File: config.mk
export PLATFORM = sky130hd
export DESIGN_NAME = fetch_stage_flat
export DESIGN_NICKNAME = d
export VERILOG_FILES = /design/src/rtl/fetch_stage_if.sv /design/src/rtl/fetch_stage.sv /design/src/flat_wrapper.sv
export SDC_FILE = /design/constraint.sdc
export NUM_CORES = 1
export LEC_CHECK = 0
export ABC_AREA = 0
export CAP_MARGIN = 25
export CORE_MARGIN = 2
export CORE_UTILIZATION = 50
export CTS_CLUSTER_DIAMETER = 30
export DETAILED_ROUTE_END_ITERATION = 8
export GPL_TIMING_DRIVEN = 0
export PLACE_DENSITY = 0.74
export SYNTH_ARGS = -nofsm -noshare
export SYNTH_HDL_FRONTEND = slang
export SYNTH_SLANG_ARGS = --single-unit
export TNS_END_PERCENT = 1
File: constraint.sdc
create_clock -name clk -period 3.35 [get_ports clk]
set_input_delay 0.335 -clock clk [delete_from_list [all_inputs] [get_ports clk]]
set_output_delay 0.335 -clock clk [all_outputs]
set_load 0.005 [all_outputs]
File: src/rtl/fetch_stage_if.sv
// Instruction-memory request/response port shared by the fetch stage (master)
// and the instruction memory (slave).
interface fetch_stage_if #(
  parameter int unsigned WIDTH = 32
);
  logic             imem_req_valid;
  logic [WIDTH-1:0] imem_req_addr;
  logic             imem_req_ready;
  logic             imem_resp_valid;
  logic [WIDTH-1:0] imem_resp_data;

  modport master (
    output imem_req_valid, imem_req_addr,
    input  imem_req_ready, imem_resp_valid, imem_resp_data
  );

  modport slave (
    input  imem_req_valid, imem_req_addr,
    output imem_req_ready, imem_resp_valid, imem_resp_data
  );
endinterface

File: src/rtl/fetch_stage.sv
// Instruction fetch stage: owns the PC, keeps at most one request outstanding
// to instruction memory, buffers responses in a small FIFO and presents the
// head as {instruction, pc} to the decode pipeline register.
// Optional build macro FETCH_PERF_EN adds perf_fetched / perf_discarded counters.
module fetch_stage #(
  parameter int unsigned             REG_WIDTH   = 32,
  parameter logic [REG_WIDTH-1:0]    RESET_PC    = '0,
  parameter int unsigned             QUEUE_DEPTH = 4
) (
  input  logic                     clk,
  input  logic                     rst,
  fetch_stage_if.master            imem,
  input  logic                     redirect_valid,
  input  logic [REG_WIDTH-1:0]     redirect_pc,
  input  logic                     stall,
  output logic                     d_valid,
  output logic [2*REG_WIDTH-1:0]   pipe_D_o
`ifdef FETCH_PERF_EN
  ,
  output logic [REG_WIDTH-1:0]     perf_fetched,
  output logic [REG_WIDTH-1:0]     perf_discarded
`endif
);

  localparam int unsigned AW = $clog2(QUEUE_DEPTH);
  localparam int unsigned CW = AW + 1;

  typedef enum logic [1:0] {
    S_FETCH,
    S_WAIT,
    S_DRAIN
  } state_t;

  state_t                 state_q, state_d;
  logic [REG_WIDTH-1:0]   pc_q, pc_d;
  logic [REG_WIDTH-1:0]   req_pc_q, req_pc_d;
  logic [CW-1:0]          count_q, count_d;
  logic [AW-1:0]          rd_ptr_q, rd_ptr_d;
  logic [AW-1:0]          wr_ptr_q, wr_ptr_d;
  logic [2*REG_WIDTH-1:0] mem_q [QUEUE_DEPTH];

  logic          pop, push, accept, drop, can_issue, inflight;
  logic [CW:0]   occupancy;
  logic          unused_redirect_lsb;

  assign unused_redirect_lsb = ^redirect_pc[1:0];

  // Handshake decode, credit check and request generation.
  always_comb begin
    d_valid   = (count_q != '0);
    pop       = d_valid & ~stall & ~redirect_valid;
    // Only a kept (S_WAIT) response will occupy a FIFO slot.
    inflight  = (state_q == S_WAIT);
    occupancy = (CW+1)'(count_q) + (CW+1)'(inflight) - (CW+1)'(pop);
    can_issue = occupancy < (CW+1)'(QUEUE_DEPTH);
    imem.imem_req_valid = ~rst & can_issue & ~redirect_valid &
                          ((state_q == S_FETCH) | imem.imem_resp_valid);
    imem.imem_req_addr  = pc_q;
    accept    = imem.imem_req_valid & imem.imem_req_ready;
    push      = (state_q == S_WAIT) & imem.imem_resp_valid & ~redirect_valid;
    drop      = (state_q != S_FETCH) & imem.imem_resp_valid &
                (redirect_valid | (state_q == S_DRAIN));
    pipe_D_o  = d_valid ? mem_q[rd_ptr_q] : '0;
  end

  // Next-state logic for PC, FSM and FIFO bookkeeping; redirect wins over all.
  always_comb begin
    state_d  = state_q;
    pc_d     = pc_q;
    req_pc_d = req_pc_q;
    count_d  = count_q;
    rd_ptr_d = rd_ptr_q;
    wr_ptr_d = wr_ptr_q;
    if (redirect_valid) begin
      pc_d     = {redirect_pc[REG_WIDTH-1:2], 2'b00};
      count_d  = '0;
      rd_ptr_d = '0;
      wr_ptr_d = '0;
      state_d  = ((state_q == S_FETCH) || imem.imem_resp_valid) ? S_FETCH : S_DRAIN;
    end else begin
      if (accept) begin
        req_pc_d = pc_q;
        pc_d     = pc_q + REG_WIDTH'(4);
        state_d  = S_WAIT;
      end else if ((state_q != S_FETCH) && imem.imem_resp_valid) begin
        state_d  = S_FETCH;
      end
      if (push) wr_ptr_d = wr_ptr_q + AW'(1);
      if (pop)  rd_ptr_d = rd_ptr_q + AW'(1);
      count_d = count_q + CW'(push) - CW'(pop);
    end
  end

  // FSM and control state registers.
  always_ff @(posedge clk) begin
    if (rst) begin
      state_q  <= S_FETCH;
      pc_q     <= RESET_PC;
      req_pc_q <= RESET_PC;
      count_q  <= '0;
      rd_ptr_q <= '0;
      wr_ptr_q <= '0;
    end else begin
      state_q  <= state_d;
      pc_q     <= pc_d;
      req_pc_q <= req_pc_d;
      count_q  <= count_d;
      rd_ptr_q <= rd_ptr_d;
      wr_ptr_q <= wr_ptr_d;
    end
  end

  // FIFO storage; contents are only observed while count is non-zero.
  always_ff @(posedge clk) begin
    if (push && !rst) mem_q[wr_ptr_q] <= {imem.imem_resp_data, req_pc_q};
  end

`ifdef FETCH_PERF_EN
  logic [REG_WIDTH-1:0] perf_fetched_q, perf_fetched_d;
  logic [REG_WIDTH-1:0] perf_discarded_q, perf_discarded_d;

  // Performance counters: pushes, and dropped responses plus flushed entries.
  always_comb begin
    perf_fetched_d   = perf_fetched_q + REG_WIDTH'(push);
    perf_discarded_d = perf_discarded_q + REG_WIDTH'(drop) +
                       (redirect_valid ? REG_WIDTH'(count_q) : '0);
  end

  // Counter registers, wrapping naturally.
  always_ff @(posedge clk) begin
    if (rst) begin
      perf_fetched_q   <= '0;
      perf_discarded_q <= '0;
    end else begin
      perf_fetched_q   <= perf_fetched_d;
      perf_discarded_q <= perf_discarded_d;
    end
  end

  assign perf_fetched   = perf_fetched_q;
  assign perf_discarded = perf_discarded_q;
`endif

endmodule

File: src/flat_wrapper.sv
// flat-port wrapper written by rule: the top's interface ports become plain ports
module fetch_stage_flat 
#(
  parameter int unsigned             REG_WIDTH   = 32,
  parameter logic [REG_WIDTH-1:0]    RESET_PC    = '0,
  parameter int unsigned             QUEUE_DEPTH = 4
)
  (clk, rst, redirect_valid, redirect_pc, stall, d_valid, pipe_D_o, imem_imem_req_valid, imem_imem_req_addr, imem_imem_req_ready, imem_imem_resp_valid, imem_imem_resp_data);
  fetch_stage_if #(.WIDTH(32)) imem_i ();
  input  logic clk;
  input  logic rst;
  input  logic redirect_valid;
  input  logic [REG_WIDTH-1:0] redirect_pc;
  input  logic stall;
  output logic d_valid;
  output logic [2*REG_WIDTH-1:0] pipe_D_o;
  output wire logic [$bits(imem_i.imem_req_valid)-1:0] imem_imem_req_valid;
  output wire logic [$bits(imem_i.imem_req_addr)-1:0] imem_imem_req_addr;
  input wire logic [$bits(imem_i.imem_req_ready)-1:0] imem_imem_req_ready;
  input wire logic [$bits(imem_i.imem_resp_valid)-1:0] imem_imem_resp_valid;
  input wire logic [$bits(imem_i.imem_resp_data)-1:0] imem_imem_resp_data;
  assign imem_imem_req_valid = imem_i.imem_req_valid;
  assign imem_imem_req_addr = imem_i.imem_req_addr;
  assign imem_i.imem_req_ready = imem_imem_req_ready;
  assign imem_i.imem_resp_valid = imem_imem_resp_valid;
  assign imem_i.imem_resp_data = imem_imem_resp_data;
  fetch_stage #(.REG_WIDTH(REG_WIDTH), .RESET_PC(RESET_PC), .QUEUE_DEPTH(QUEUE_DEPTH)) u_core (.clk(clk), .rst(rst), .imem(imem_i), .redirect_valid(redirect_valid), .redirect_pc(redirect_pc), .stall(stall), .d_valid(d_valid), .pipe_D_o(pipe_D_o));
endmodule
## Yosys cells after proc, flatten, opt, wreduce, memory -nomap -nowiden

Memories as Yosys holds them, arrays and structs flattened. A register that Yosys moved wholly into a read port is not among the register bits.
Cells that the tools add are included.

- Register bits: 73
- Bits in writable memories: 256
- Output and inout bits: 98
- Word-level logic and storage cells: 51
- Memories kept: 1

Memory list:

| memory | words | bits a word | read ports | clocked after Yosys merged registers in | wr ports | RTL line | source |
|---|---|---|---|---|---|---|---|
| u_core.mem_q | 4 | 64 | 1 | 1 | 1 | fetch_stage.sv:40 | `logic [2*REG_WIDTH-1:0] mem_q [QUEUE_DEPTH];` |

- Add/sub/neg operators: 7
- Magnitude comparators: 1
- Eq/ne operators: 1
- Multiplexer cells: 11
- Bitwise logic cells: 12
- Reduce and logical (&&, ||, !) cells: 11

Operators with widths:

| operator | count |
|---|---|
| $mux 32 | 2 |
| $mux 64 | 1 |
| $add 32x3->32 const B | 1 |
| $mux 2 | 6 |
| $and 1x1->1 | 8 |
| $reduce_bool 3->1 | 2 |
| $add 2x1->2 const B | 2 |
| $add 3x1->4 | 1 |
| $lt 4x3->1 const B | 1 |
| $reduce_bool 2->1 | 2 |
| $sub 4x1->4 | 1 |
| $add 3x1->3 | 1 |
| $not 1->1 | 3 |
| $sub 3x1->3 | 1 |
| $eq 2x1->1 const B | 1 |
| $logic_and 1x1->1 | 2 |
| $logic_not 2->1 | 1 |
| $mux 1 | 2 |
| $reduce_and 2->1 | 1 |
| $reduce_or 2->1 | 1 |
| $logic_not 1->1 | 1 |
| $logic_or 1x1->1 | 1 |
| $or 1x1->1 | 1 |

## Depth between registers and ports, before layout

Gate-level depths: netlist of the first run.

- Depth in word-level cells: 11
- Depth in mapped cells: 12
- Gate-level depth less buffers: 10

## Least setup slack after synthesis of the first run

OpenSTA, ideal clock, no wires.

- Path type: register -> register
- Start point: reg u_core.count_q[1]
- End point: reg u_core.pc_q[14], in the netlist u_core.imem.imem_req_addr[14]
- Data arrival time: 3.248 ns
- Setup slack: 0.011 ns
- Stages on the path, launching flop included: 11
- Buffers on the path: 0
- Clock period less this slack: 3.339 ns
- Cell sequence: dfxtp_1 nor3_1 nor3_1 ha_1 inv_1 ha_1 nor4bb_4 or4_4 a21o_1 or4_1 a311oi_1

- Cells in the longest elaborated chain, start to end: 10

Ends and longest elaborated chain:

| item | RTL line | source |
|---|---|---|
| start: declaration | fetch_stage.sv:37 | `logic [CW-1:0] count_q, count_d;` |
| start signal: assignment | fetch_stage.sv:107 | `count_q <= count_d;` |
| $reduce_bool 3->1 | fetch_stage.sv:50 | `d_valid = (count_q != '0);` |
| $and 1x1->1 (2 in a row) | fetch_stage.sv:51 | `pop = d_valid & ~stall & ~redirect_valid;` |
| via u_core.pop | fetch_stage.sv:42 | `logic pop, push, accept, drop, can_issue, inflight;` |
| $sub 4x1->4 | fetch_stage.sv:54 | `occupancy = (CW+1)'(count_q) + (CW+1)'(inflight) - (CW+1)'(pop);` |
| $lt 4x3->1 | fetch_stage.sv:55 | `can_issue = occupancy < (CW+1)'(QUEUE_DEPTH);` |
| $and 1x1->1 (3 in a row) | fetch_stage.sv:56 | `imem.imem_req_valid = ~rst & can_issue & ~redirect_valid &` |
| $and 1x1->1 | fetch_stage.sv:59 | `accept = imem.imem_req_valid & imem.imem_req_ready;` |
| $reduce_bool 2->1 (no source line) | - |  |
| end signal: assignment | fetch_stage.sv:105 | `pc_q <= pc_d;` |
| end: declaration | fetch_stage.sv:35 | `logic [REG_WIDTH-1:0] pc_q, pc_d;` |

The timed path passes the listed nets, and every way through them passes these cells.
A chain may end at the register's enable or synchronous reset.

==> results.cfg, run 1 <==
[die]
num_io_pins = 168
start_util_pct = 50.7
die-area_sq_mm = 0.0268
std_cell_rows = 58
core_sq_mm = 0.0251
die-height_microns = 164
die_w_microns = 164

[logic_synthesis]
yosysWarnings = 0
yosysMostFrequentCell = edfxtp_1
synthCells = 818
synthTopCellsByCount = edfxtp_1 (248), nand2_1 (86), dfxtp_1 (71)
synth_cell_types = 49
synthArstFlopShare_pct = 0
synth_ff_type = edfxtp_1
synth_area_sq_mm = 0.0127
seq_area_frac_synth_pct = 69.6
synth_area_leaders = edfxtp_1 (58%), dfxtp_1 (11%), mux4_2 (11%)
synth_top_area_cell = edfxtp_1
yosysTopAreaCellShare_pct = 58.5
ys_seq_elements = 319
avgSynthCellArea_sq_um = 15.6
synth_edf_count = 248

[grt]
grt_pass1_wl_microns = 44000
overflow = 0
grt_max_degree = 58
grt_pass1_vias = 8037
antenna_found_initial = 0
track_usage_pct = 21.5

[sta]
period_share_pct = 95.7
relSlewSlack_pct = 52.0
maxSlewViolCount = 0
whs_ns = 0.403
setup_viol = 0
clock.fmax_mhz = 312
tightest_slew_ns = 0.720
worst_clock_skew_ns = 0.0148
hold_viol = 0
rsz0062_at_grt = true
period_needed_ns = 3.20

[final_layout]
antenna_cells = 0
final_core_util_pct = 66.4
area_delta_synth_final_pct = 30.8
drive_gt1_share_pct = 17.2
multi_input_area_sq_mm = 0.00367
nNetsFinal = 1118
fillers = 1745
seqCellArea_sq_mm = 0.00887

[critical_path]
required_ns = 3.01
reg2reg_slack_ns = 0.27
path_cells = clkdlybuf4s18_2 -> mux4_2 -> nor2b_1 -> clkdlybuf4s50_1
end_kind = output port
path_class = register to output port
cp-start-kind = register
r2r_start = u_core.count_q[1]$_SDFF_PP0_
critical_path_peak_fanout = 10
max_stage_delay_ns = 0.62
worst-path-stages = 4
slowest_stage = dfxtp_1
crit_family = buffers and inverters
r2r_end = u_core.imem.imem_req_addr[9]$_SDFFE_PP0P_
reg2reg_depth = 11
cp.arrival_ns = 2.87
cp_num_buf_inv = 2

[clocking]
insertion_delay_ns = 0.53
cts.sinks = 319
cts_tree = yes
clk_pin_slew_worst_paths_ns = 0.06
root_buffer = clkbuf_16
clk_path_buf_depth = 3
cts_hold_buf = 0
htreeDepth = 2
cts_made_buffers = 48

[power]
p_sw_w = 0.00208
powerDensity_mw_per_mm2 = 589
clockPowerShare_pct = 52.3
p_leak_nw = 5.25
swShare_pct = 21.2
pwr-share-comb_pct = 3.4
intPower_w = 0.00774
peakVddDrop_mv = 0.334
power_frac_seq_pct = 44.3

[detailed_routing]
via_per_inst = 5.63
ant_nets = 0
first_pass_iters = 7
drc = 0
drtIter0Drc = 610
vias = 7915
wl_per_cell_microns = 20.2
wl_microns = 28400

[placed_design]
place_hpwl_microns = 17600
gp_congestion = 0.901
io_buffers = 159

[hold_path]
holdCritStartpoint = redirect_pc[3]
whs_path_depth = 3
min_path_type = input port to register
worstHoldEndpoint = u_core.imem.imem_req_addr[3]$_SDFFE_PP0P_

[outcome]
outcome = finished, final reports clean

[job]
drv_cap = 0
==> state kept, by name (all words and copies together) (netlist names), named ones only <==
name and cells:
u_core.wr_ptr_q 2, u_core.rd_ptr_q 2, u_core.mem_q 248, u_core.req_pc_q 30, u_core.state_q 2, u_core.count_q 3
u_core.imem.imem_req_addr 30
==> how the worst max path moves through the flow <==
stage | start | to | slack, ns
2_1_floorplan | u_core.count_q[1]$_SDFF_PP0_ | u_core.imem.imem_req_addr[14]$_SDFFE_PP0P_ | 0.01
3_3_place_gp | u_core.count_q[1]$_SDFF_PP0_ | u_core.req_pc_q[5]$_SDFFE_PP0P_ | -1.29
3_5_place_dp | stall | u_core.imem.imem_req_addr[31]$_SDFFE_PP0P_ | -0.41
4_1_cts | u_core.count_q[1]$_SDFF_PP0_ | imem_imem_req_valid | -0.04
5_1_grt | register | pipe_D_o[53] | -0.05
6_report | register | pipe_D_o[53] | 0.15
==> power by group through the flow <==
stage / clock (W) / sequential (W) / combinational [W]
detailed placement: 0 / 0.00443 / 0.000328
finish: 0.00514 / 0.00435 / 0.000334
floorplan: 0 / 0.00441 / 0.000121
global route: 0.00540 / 0.00435 / 0.000362
CTS: 0.00521 / 0.00434 / 0.000333
global placement: 0 / 0.00443 / 0.000322
==> worst reg2reg max path, delay by kind of cell, from the launching register on <==
kind	cells	cell delay [ns]
flops	1	0.37
fa+ha+maj	2	0.44
compound gates	2	0.39
buf+inv	2	0.24
simple gates	5	1.55
==> stage by stage <==
| stage | worst slack [ns] | instances | cell area (sq um) | TNS, ns | total power (W) |
|---|---|---|---|---|---|
| 6_report | 0.146 | 1406 | 16700 | 0 | 0.00982 |
| 5_1_grt | -0.0499 | 1406 | 16700 | -0.0499 | 0.0101 |
| 4_1_cts | -0.0436 | 1404 | 16700 | -0.0436 | 0.00989 |
| 3_5_place_dp | -0.412 | 1315 | 14900 | -16.44 | 0.00475 |
| 3_3_place_gp | -1.29 | 1310 | 14800 | -316.51 | 0.00475 |
| 2_1_floorplan | 0.0109 | 821 | 12800 | 0 | 0.00453 |
==> kinds of logic after synthesis <==
family                     synth area share, %
DFF                                       69.6
and+or+nand+nor                           10.2
AOI/OAI and AO/OA                         5.14
buffers and inverters                     2.12
muxes                                     11.3
adders and majority gates                 1.04
xor gates and xnor gates                 0.550
other                                   0.0294
==> layout by cell type, fill, tap and decap left out, types with 5 or more instances in the layout <==
cell,instances
o21ai_0,7
a31oi_1,9
o311ai_0,8
o2111ai_1,5
mux4_2,62
a22oi_1,7
a21oi_1,35
dfxtp_1,69
a311oi_1,5
clkdlybuf4s50_1,158
or4_1,8
edfxtp_1,248
buf_2,6
nor2b_1,63
nand4_1,6
clkbuf_16,49
bufinv_16,7
clkbuf_1,33
inv_1,20
nand2_1,86
inv_6,9
nand3_1,11
nor3_1,11
clkinv_2,5
or3_1,8
and4_1,6
and3_1,8
xnor2_1,5
nor2_1,24
buf_4,8
ha_1,8
==> layer usage <==
metal  global-route usage (%)  wire [microns]  vias up
li1                         -               -     3616
met1                     30.0           12000     3853
met2                     34.9           13600      389
met3                     3.89            2190       57
met4                     6.14             592        0
met5                        0               0        -
==> what timing repair did <==
item / CTS / global route
setup endpoints to repair: 90 / 44
gates resized for setup: 16 / 14
pin swaps: 4 / 3
buffers inserted: 2 / 2
==> layout make-up <==
| type | count | share of cell area, % |
|---|---|---|
| inverters | 20 | 0.450 |
| multi-input cells | 435 | 22.0 |
| plain buffers | 46 | 1.22 |
| clock inverters | 38 | 2.78 |
| flip-flops and latches | 319 | 53.2 |
| repair buffers | 168 | 10.5 |
| well taps | 330 | 2.48 |
| clock buffers | 50 | 7.38 |
(Power assumes the default switching activity.)
==> run 2, diff against run 1 <==
ABC_AREA = default   (was 0)
HOLD_SLACK_MARGIN = 0.08   (was default)
==> results of run 2 <==
No change in the layout: final DEF, timing and power equal those of run 1.
==> run 3, diff against run 2 <==
SKIP_LAST_GASP = 1   (was default)
==> results.cfg, run 3 (synthesized netlist as in run 1, its figures left out) <==
[clocking]
cts_hold_buf = 0
clk_path_buf_depth = 3
clk_pin_slew_worst_paths_ns = 0.06
insertion_delay_ns = 0.53
htreeDepth = 2
root_buffer = clkbuf_16
cts_tree = yes
cts_made_buffers = 48
cts.sinks = 319

[detailed_routing]
first_pass_iters = 6
drc = 0
wl_microns = 28300
vias = 7868
via_per_inst = 5.60
ant_nets = 0
drtIter0Drc = 606
wl_per_cell_microns = 20.2

[final_layout]
seqCellArea_sq_mm = 0.00887
fillers = 1743
nNetsFinal = 1118
largest_reg_flops = 248
drive_gt1_share_pct = 16.9
final_core_util_pct = 66.4
antenna_cells = 0
stdcell_count = 1406
mostFrequentLayoutCells = edfxtp_1 (248), clkdlybuf4s50_1 (158), nand2_1 (86), dfxtp_1 (68), nor2b_1 (63)
mostFrequentLayoutCell = edfxtp_1
multi_input_area_sq_mm = 0.00366
area_delta_synth_final_pct = 30.9
top_register = u_core.mem_q

[placed_design]
post-place-ws_ns = -0.412
place_hpwl_microns = 17600
gp_congestion = 0.901
dp_cells = 1315
io_buffers = 159

[sta]
rsz0062_at_grt = true
period_needed_ns = 3.24
tns_ns = 0
relSlewSlack_pct = 53.3
hold_viol = 0
tightest_slew_ns = 0.700
maxSlewViolCount = 0
finalWorstSetupSlack_ns = 0.108
worst_clock_skew_ns = 0.0139
period_share_pct = 96.8
clock.fmax_mhz = 308
setup_viol = 0

[die]
start_util_pct = 50.7
die_w_microns = 164
core_sq_mm = 0.0251
die-height_microns = 164
std_cell_rows = 58
num_io_pins = 168
die-area_sq_mm = 0.0268

[power]
total_power_w = 0.00982
peakVddDrop_mv = 0.334
powerDensity_mw_per_mm2 = 589
p_leak_nw = 5.23

[grt]
grt_max_degree = 58
overflow = 0
grt_pass1_vias = 8045
grt_pass1_wl_microns = 44000
antenna_found_initial = 0
track_usage_pct = 21.5

[critical_path]
path_class = register to output port
cp-start-kind = register
end_kind = output port
r2r_start = u_core.count_q[2]$_SDFF_PP0_
required_ns = 3.01
cp.arrival_ns = 2.91
critical_path_peak_fanout = 10

[hold_path]
holdCritStartpoint = redirect_pc[3]
min_path_type = input port to register

[outcome]
outcome = finished, final reports clean

[job]
drv_cap = 0
run 3: cell types whose count changed in the layout (fill, tap and decap cells not counted), sizes merged:
| cell | change |
|---|---|
| clkdlybuf4s18 | -1 |
| clkbuf | -2 |
| buf | -1 |
| clkdlybuf4s15 | +4 |
run 3: where the power goes:
group	switching [W]	internal [W]	leakage [nW]
Combinational	0.000154	0.000179	1.75
Sequential	0.0000624	0.00428	2.66
Clock	0.00186	0.00328	0.821
run 3: per-layer routing:
layer | vias up | global-route usage [%] | routed length, microns
met3 | 62 | 3.89 | 2120
met5 | - | 0 | 0
li1 | 3612 | - | -
met1 | 3847 | 30.0 | 12000
met4 | 0 | 6.14 | 607
met2 | 347 | 34.9 | 13600
run 3: worst paths after layout:
check	to	slack [ns]	depth (start not counted)
setup reg to reg	u_core.req_pc_q[4]$_SDFFE_PP0P_	0.19	11
setup / recovery	pipe_D_o[11]	0.11	4
hold reg to reg	u_core.mem_q[2][19]$_DFFE_PP_	0.50	0
hold / removal	u_core.imem.imem_req_addr[3]$_SDFFE_PP0P_	0.40	3
run 3: critical path, stage by stage, from the launching register on:
cell and delay (ns):
dfxtp_1 0.63, clkdlybuf4s15_2 0.53, mux4_2 0.57, nor2b_1 0.15, clkdlybuf4s50_1 0.49
run 3: layout make-up:
class                      instances  share of cell area, %
tap                              330                   2.48
multi-input combinational        435                   21.9
sequential                       319                   53.2
buffer                            46                   1.33
clock inverter                    38                   2.78
inverter                          20                  0.450
timing repair buffer             168                   10.5
clock buffer                      50                   7.37
run 3: metrics by stage:
step	instance area [sq um]	hold slack [ns]
6_report	16700	0.400
2_1_floorplan	12800	0.414
5_1_grt	16700	0.407
3_5_place_dp	14900	0.491
4_1_cts	16700	0.382
3_3_place_gp	14800	0.478
run 3: what timing repair did:
item,CTS,global route
resized for setup,15,4
setup endpoints to repair,90,51
buffers inserted,2,2
endpoints found under the hold margin,0,0
pin swaps,3,4
